### config.mk
export PLATFORM = sky130hd
export DESIGN_NAME = usb_bus_turnaround
export DESIGN_NICKNAME = d
export VERILOG_FILES = /design/src/rtl/usb_bus_turnaround.sv
export SDC_FILE = /design/constraint.sdc
export NUM_CORES = 1
export LEC_CHECK = 0
export ABC_AREA = 1
export CORE_UTILIZATION = 50
export DETAILED_ROUTE_END_ITERATION = 12
export HOLD_SLACK_MARGIN = 0.02
export PLACE_DENSITY = 0.74
export SLEW_MARGIN = 40
export SYNTH_ARGS = -nofsm -noshare
export SYNTH_HDL_FRONTEND = slang
export SYNTH_SLANG_ARGS = --single-unit
### constraint.sdc
create_clock -name clk_i -period 4 [get_ports clk_i]
set_clock_uncertainty 0.2 [all_clocks]
set_input_delay 1 -clock clk_i [delete_from_list [all_inputs] [get_ports clk_i]]
set_output_delay 1 -clock clk_i [all_outputs]
set_load 0.02 [all_outputs]
### src/rtl/usb_bus_turnaround.sv
// usb_bus_turnaround: half-duplex bus sequencer for the full-speed PHY pair.
// Owns rx_en_o, grants the transmitter after the inter-packet delay, and
// times out the response window after a transmission that expects a reply.
// Every register advances only on clk_gate_i (one step per bit time).
// Optional statistics counters: define USB_TURNAROUND_STATS_EN.
module usb_bus_turnaround #(
  parameter int BIT_SAMPLES  = 4,
  parameter int IPD_BITS     = 2,
  parameter int TIMEOUT_BITS = 18
) (
  input  logic       clk_i,
  input  logic       rstn_i,
  input  logic       clk_gate_i,
  input  logic       bus_reset_i,
  input  logic       rx_ready_i,
  input  logic       rx_valid_i,
  input  logic       rx_err_i,
  output logic       rx_en_o,
  input  logic       tx_req_i,
  input  logic       expect_resp_i,
  output logic       tx_grant_o,
  input  logic       tx_done_i,
  output logic       rx_active_o,
  output logic       timeout_o
`ifdef USB_TURNAROUND_STATS_EN
  ,
  output logic [7:0] timeout_cnt_o,
  output logic [7:0] rx_err_cnt_o
`endif
);

  localparam logic [2:0] ST_IDLE      = 3'd0;
  localparam logic [2:0] ST_RX_PKT    = 3'd1;
  localparam logic [2:0] ST_RX_GAP    = 3'd2;
  localparam logic [2:0] ST_TX        = 3'd3;
  localparam logic [2:0] ST_WAIT_RESP = 3'd4;
  localparam logic [2:0] ST_BUS_RST   = 3'd5;

  localparam logic [5:0] IPD_LAST = 6'(IPD_BITS - 1);
  localparam logic [5:0] TO_LAST  = 6'(TIMEOUT_BITS - 1);

  // Elaboration-time guard on the parameter ranges the counters can honour.
  if (BIT_SAMPLES < 1 || IPD_BITS < 1 || IPD_BITS > 15 ||
      TIMEOUT_BITS < 2 || TIMEOUT_BITS > 63) begin : g_param_err
    $error("usb_bus_turnaround: parameter out of range");
  end

  logic [2:0] state_q, state_d;
  logic [5:0] cnt_q, cnt_d;
  logic       expect_q, expect_d;
  logic       to_fire;
  logic       rx_byte, rx_eop;

  assign rx_byte = rx_ready_i & rx_valid_i & ~rx_err_i;
  assign rx_eop  = rx_ready_i & ~rx_valid_i & ~rx_err_i;

  // Next-state, counter and response-expect decision for the coming gate.
  always_comb begin
    state_d  = state_q;
    expect_d = expect_q;
    to_fire  = 1'b0;
    cnt_d    = (cnt_q == 6'h3f) ? cnt_q : cnt_q + 6'd1;
    if (bus_reset_i) begin
      state_d  = ST_BUS_RST;
      expect_d = 1'b0;
    end else begin
      case (state_q)
        ST_IDLE: begin
          if (rx_ready_i & rx_valid_i) begin
            state_d = ST_RX_PKT;
          end else if (tx_req_i) begin
            state_d  = ST_TX;
            expect_d = expect_resp_i;
          end
        end
        ST_RX_PKT: begin
          if (rx_eop | rx_err_i) state_d = ST_RX_GAP;
        end
        ST_RX_GAP: begin
          if (rx_byte)                state_d = ST_RX_PKT;
          else if (cnt_q == IPD_LAST) state_d = ST_IDLE;
        end
        ST_TX: begin
          if (tx_done_i) state_d = expect_q ? ST_WAIT_RESP : ST_RX_GAP;
        end
        ST_WAIT_RESP: begin
          // A reply on the final gate of the window beats the timeout.
          if (rx_byte) begin
            state_d = ST_RX_PKT;
          end else if (rx_err_i | rx_eop) begin
            state_d = ST_RX_GAP;
          end else if (cnt_q == TO_LAST) begin
            state_d = ST_IDLE;
            to_fire = 1'b1;
          end
        end
        ST_BUS_RST: state_d = ST_IDLE;
        default:    state_d = ST_IDLE;
      endcase
    end
    // Counter restarts on every state entry and is idle outside timed states.
    if (state_d != state_q || state_d == ST_IDLE || state_d == ST_BUS_RST)
      cnt_d = 6'd0;
  end

  // State, counter and registered outputs decoded from the next state.
  always_ff @(posedge clk_i or negedge rstn_i) begin
    if (!rstn_i) begin
      state_q     <= ST_IDLE;
      cnt_q       <= 6'd0;
      expect_q    <= 1'b0;
      rx_en_o     <= 1'b0;
      tx_grant_o  <= 1'b0;
      rx_active_o <= 1'b0;
      timeout_o   <= 1'b0;
    end else if (clk_gate_i) begin
      state_q     <= state_d;
      cnt_q       <= cnt_d;
      expect_q    <= expect_d;
      rx_en_o     <= (state_d == ST_IDLE) || (state_d == ST_RX_PKT) ||
                     (state_d == ST_RX_GAP) || (state_d == ST_WAIT_RESP);
      tx_grant_o  <= (state_d == ST_TX);
      rx_active_o <= (state_d == ST_RX_PKT);
      timeout_o   <= to_fire;
    end
  end

`ifdef USB_TURNAROUND_STATS_EN
  // Saturating timeout and receive-error counters, cleared by bus reset.
  always_ff @(posedge clk_i or negedge rstn_i) begin
    if (!rstn_i) begin
      timeout_cnt_o <= 8'd0;
      rx_err_cnt_o  <= 8'd0;
    end else if (clk_gate_i) begin
      if (bus_reset_i) begin
        timeout_cnt_o <= 8'd0;
        rx_err_cnt_o  <= 8'd0;
      end else begin
        if (to_fire && timeout_cnt_o != 8'hff)
          timeout_cnt_o <= timeout_cnt_o + 8'd1;
        if (rx_err_i && rx_ready_i && rx_err_cnt_o != 8'hff)
          rx_err_cnt_o <= rx_err_cnt_o + 8'd1;
      end
    end
  end
`endif

endmodule
# == Word level (Yosys, flattened, before mapping) ==
# Index checks and enable logic that the tools add are counted.
# totals
ff_bits,14
output_inout_bits,4
in_bits,10
# classes
n_eq_ne,15
bitwise_logic,7
reduce_logical,11
add_sub_neg,1
mux,23
# op_table
operator,count
2-to-1 mux 3 bit,11
one-hot mux 3 bit (5 select lines),1
equality test 3 x 2 -> 1 bit (second input constant),4
2-to-1 mux 6 bit,2
equality test 3 bit (second input constant),3
2-to-1 mux 1 bit,9
adder 6 x 1 -> 6 bit (second input constant),1
equality test 3 x 1 -> 1 bit (second input constant),2
equality test 6 x 1 -> 1 bit (second input constant),1
equality test 6 x 5 -> 1 bit (second input constant),1
equality test 6 bit (second input constant),1
zero test 3 bit,2
logical OR 1 bit,5
AND 1 bit,4
AND reduction 4 bit,1
nonzero test 2 bit,2
!= test 3 bit,1
!= test 2 x 1 -> 1 bit (second input constant),1
!= test 2 bit (second input constant),1
inverter 1 bit,2
AND reduction 2 bit,1
bitwise OR 1 bit,1

# == Logic depth before layout (Yosys ltp) ==
# depth
ltp_word,13
depth_mapped,16
ltp_nobuf,16

# == Worst setup path after synthesis ==
# OpenSTA, ideal clock, no wires.
# synth_path
path_type,input to register
from,input rx_valid_i
to,register cnt_q[0]
n_path_buf,0
path_slack_ns,1.670
required_ns,3.682
setup_ns,0.118
cell_stages,12
t_arrival_ns,2.012
cell_sequence,nand2_1 -> nand2_1 -> o21ai_2 -> nor2_2 -> nand2_2 -> nand2_2 -> nand2_1 -> nand2_2 -> nor2_4 -> nand4_4 -> nand3_1 -> nand2_1
# synth_via
elab_chain_cells,13
elab_cells_between_ends,21
cone_classes,eq/ne: 3; mux: 8; bitwise: 6; reduce/logical: 4
# synth_rtl
element,line_no,text
from (decl),16,"input logic rx_valid_i,"
inverter 1 bit,55,assign rx_eop = rx_ready_i & ~rx_valid_i & ~rx_err_i;
AND 1 bit (2 in a row),55,
bitwise OR 1 bit,"77, 90",
2-to-1 mux 3 bit,90,end else if (rx_err_i | rx_eop) begin
2-to-1 mux 3 bit,88,if (rx_byte) begin
one-hot mux 3 bit (5 select lines) (*),67,case (state_q)
2-to-1 mux 3 bit (*),63,if (bus_reset_i) begin
!= test 3 bit or zero test 3 bit (tied branches),102,if (state_d != state_q || state_d == ST_IDLE || state_d == ST_BUS_RST)
logical OR 1 bit,102,
logical OR 1 bit (*),102,
!= test 2 x 1 -> 1 bit (no source line),-,
AND reduction 2 bit (no source line),-,
to (signal assigned),118,cnt_q <= cnt_d;
to (decl),49,"logic [5:0] cnt_q, cnt_d;"
# Mark *: on every way between the ends. The rest lies on a longest branch, timed or not.
# A chain may end at the register's enable or synchronous reset.

# == Worst setup path in the final report ==
# layout_path
from,input rx_err_i
to,register cnt_q[4]
# layout_via
elab_chain_cells,12
elab_cells_between_ends,18
cone_classes,eq/ne: 3; mux: 7; bitwise: 4; reduce/logical: 4
# layout_rtl
element,line_no,text
from (decl),17,"input logic rx_err_i,"
inverter 1 bit,"54, 55",
AND 1 bit,55,
bitwise OR 1 bit,"77, 90",
2-to-1 mux 3 bit,90,
2-to-1 mux 3 bit,88,
one-hot mux 3 bit (5 select lines) (*),67,
2-to-1 mux 3 bit (*),63,
!= test 3 bit or zero test 3 bit (tied branches),102,
logical OR 1 bit,102,
logical OR 1 bit (*),102,
!= test 2 x 1 -> 1 bit (no source line),-,
AND reduction 2 bit (no source line),-,
# Marks and branches as above.

==> flow_summary.yaml <==
route:
  num_vias: 1005
  viasPerCell: 5.076
  drt-initial-drc-count: 31
  drt-pass1-iter-count: 4
  routedWlPerCell_um: 11.71
  wl_um: 2319
  drc: 0
  ant_nets: 0
grt:
  grt_pass1_vias: 867
  antenna_found_initial: 0
  grt_max_degree: 15
  grt_pass1_wl_um: 3532
  grt.overflow.total: 0
  grt_use_total: 0.2262
cts:
  cts_resized: 0
  cts_setup_buffers: 0
  root_buffer: "clkbuf_4"
  h-tree-depth: 1
  clk_pin_slew_ns: 0.10
  clock_path_buffers: 2
  clk_latency_ns: 0.29
  cts.sinks: 14
  cts_buffers: 3
  postCtsHoldBufs: 0
  cts_tree: "yes"
critical_path:
  crit_buf_inv: 2
  cp.required_ns: 4.03
  end_kind: "flip-flop"
  path_cells: "clkdlybuf4s50_1 > inv_1 > nand3_1 > o21ai_1 > nor2_2 > nand3_2 > nand2_1 > nand2_1 > nand2_1 > nand4_4 > nand2_4 > nand2_1 > nand2_1"
  crit_family: "simple AND/OR/NAND/NOR gates"
  rr_worst_depth: 11
  worstPathArrival_ns: 2.81
  path_common_cell: "nand2_1"
  worstPathMaxFanout: 7
  r2r_setup_slack_ns: 1.82
  reg2reg_to: "cnt_q[4]"
  reg2reg_from: "state_q[0]"
  slowest_delay_ns: 0.50
  crit_slowest_cell: "clkdlybuf4s50_1"
  critPathKind: "primary input to flip-flop"
  start_kind: "primary input"
final_layout:
  ff_latch_area_um2: 350.3
  fillers: 188
  area_delta_synth_final_pct: 18.75
  drive_above_1_share: 0.1170
  final_nets: 184
  antenna_cells: 0
  multi_input_area_um2: 603.1
  final_core_util: 0.6301
run:
  maxCapViolCount: 0
sta:
  max_freq_mhz: 360.6
  finalMaxSlewViolations: 0
  finalSetupViolations: 0
  relSlewSlack: 0.5456
  timing.setup.tns_ns: 0
  rsz0062_at_grt: "false"
  finalCriticalPeriod_ns: 2.773
  hold_viol: 0
  finalCritPeriodShare: 0.6932
  tightest_slew_ns: 0.6794
min_path:
  hold_start: "rx_en_o"
  holdCritPathClass: "flip-flop to flip-flop"
  min_to: "rx_en_o"
  hold_path_depth: 2
synth:
  yosysUniqueCellTypes: 26
  synth_flop_cell: "dfrtp_1"
  netlist_instances: 155
  yosysTopAreaCellShare: 0.3365
  synth_top_area_cell: "dfrtp_1"
  synth_fp_nets: 167
  synth_edf_count: 0
  netlist_top_cells_area: "dfrtp_1, nand2_1, nand3_1"
  syn_avg_cell_area_um2: 6.716
  synthArstFlopShare: 1.000
  yosysSeqAreaShare: 0.3365
  synth_area_um2: 1041
  yosys_warnings: 0
  synth-seq-cells: 14
floorplanning:
  die_y_um: 47.63
  die-area_um2: 2269
  floorplan.initialDensity: 0.5306
  die_x_um: 47.63
  io_pins: 14
  rows: 16
  fp.coreArea_um2: 1962
power:
  ir_drop_v: 0.0002888
  power_uw: 393.6
  p_per_area_nw_per_um2: 318.4
  leakage_uw: 0.0006142
placement:
  routabilityCongestion: 0.7903
  io_buffers: 13
  post-dp-hpwl_um: 1760
status:
  status: "finished clean"
-- how the worst max path moves through the flow --
stage	from	to	slack [ns]	cells after the start
2_1_floorplan	rx_valid_i	cnt_q[0]	1.67	12
3_3_place_gp	rx_valid_i	cnt_q[4]	0.96	14
3_5_place_dp	rx_err_i	cnt_q[4]	0.93	13
4_1_cts	rx_err_i	cnt_q[4]	1.22	13
5_1_grt	rx_ready_i	cnt_q[1]	1.03	14
6_report	rx_err_i	cnt_q[4]	1.23	13
-- through the flow --
stage | area [µm²] | instances | hold WS (ns) | setup slack (ns)
finish | 1236 | 198 | 0.2885 | 1.227
global route | 1236 | 198 | 0.3393 | 1.026
CTS | 1236 | 198 | 0.2889 | 1.222
detailed placement | 1200 | 194 | 0.2655 | 0.9334
floorplan | 1041 | 155 | 0.2953 | 1.670
global placement | 1200 | 194 | 0.2637 | 0.9629
-- per-layer routing --
| layer | GRT usage | share of wire | vias up |
|---|---|---|---|
| li1 | - | - | 523 |
| met1 | 0.2884 | 0.48 | 459 |
| met2 | 0.3671 | 0.48 | 21 |
| met3 | 0.04906 | 0.037 | 2 |
| met4 | 0.1056 | 0.0060 | 0 |
| met5 | 0 | 0 | - |
-- kinds of logic after synthesis --
kind of cell | after synthesis | share of synthesized area
simple gates | 101 | 0.4603
buf+inv | 23 | 0.08412
flops | 14 | 0.3365
compound gates | 11 | 0.06130
xor+xnor | 4 | 0.03366
fa+ha+maj | 2 | 0.02403
-- worst min-delay path, delay by kind of cell (launching register included) --
family | cells | cell delay (ns)
AND/OR/NAND/NOR | 2 | 0.11
flip-flops | 1 | 0.35
-- synth_stat cells (2+ instances only) --
master	n
nand2_2	5
dfrtp_1	14
ha_1	2
nand3_2	2
clkinv_1	3
xnor2_1	2
nor2_1	15
xor2_1	2
nand3_1	20
nand2_1	48
o21ai_0	5
nor2_2	4
inv_1	18
a21oi_1	2
nor3_1	2
-- cell type report --
class	instances	area share
inverter	22	0.06680
tap	27	0.02733
multi-input combinational	118	0.4879
sequential	14	0.2834
timing repair buffer	13	0.1053
clock buffer	4	0.02935
-- state kept, by name (all words and copies together) (netlist names) --
name and cells:
expect_q 1, rx_en_o 1, state_q 3, tx_grant_o 1
cnt_q 6, timeout_o 1, rx_active_o 1
-- cell usage in the layout, fill, tap and decap left out, drive strengths merged --
cell,Yosys,final
nor2,20,20
xor2,2,2
o22ai,1,1
inv,19,19
a22o,1,1
nand3,22,22
o21ai,7,7
xnor2,2,2
ha,2,2
dfrtp,14,14
and3,1,1
clkinv,3,3
a21oi,2,2
clkdlybuf4s50,0,13
nand4,2,2
nand2,54,54
clkbuf,0,4
nor3,2,2
-- power by group --
group | switching [µW] | leakage [µW] | internal (µW)
Sequential | 15.0 | 0.000184 | 153
Clock | 51.1 | 0.0000210 | 55.5
Combinational | 73.4 | 0.000409 | 45.6
Total | 140 | 0.000614 | 254
Power figures use the tool's default switching activity.
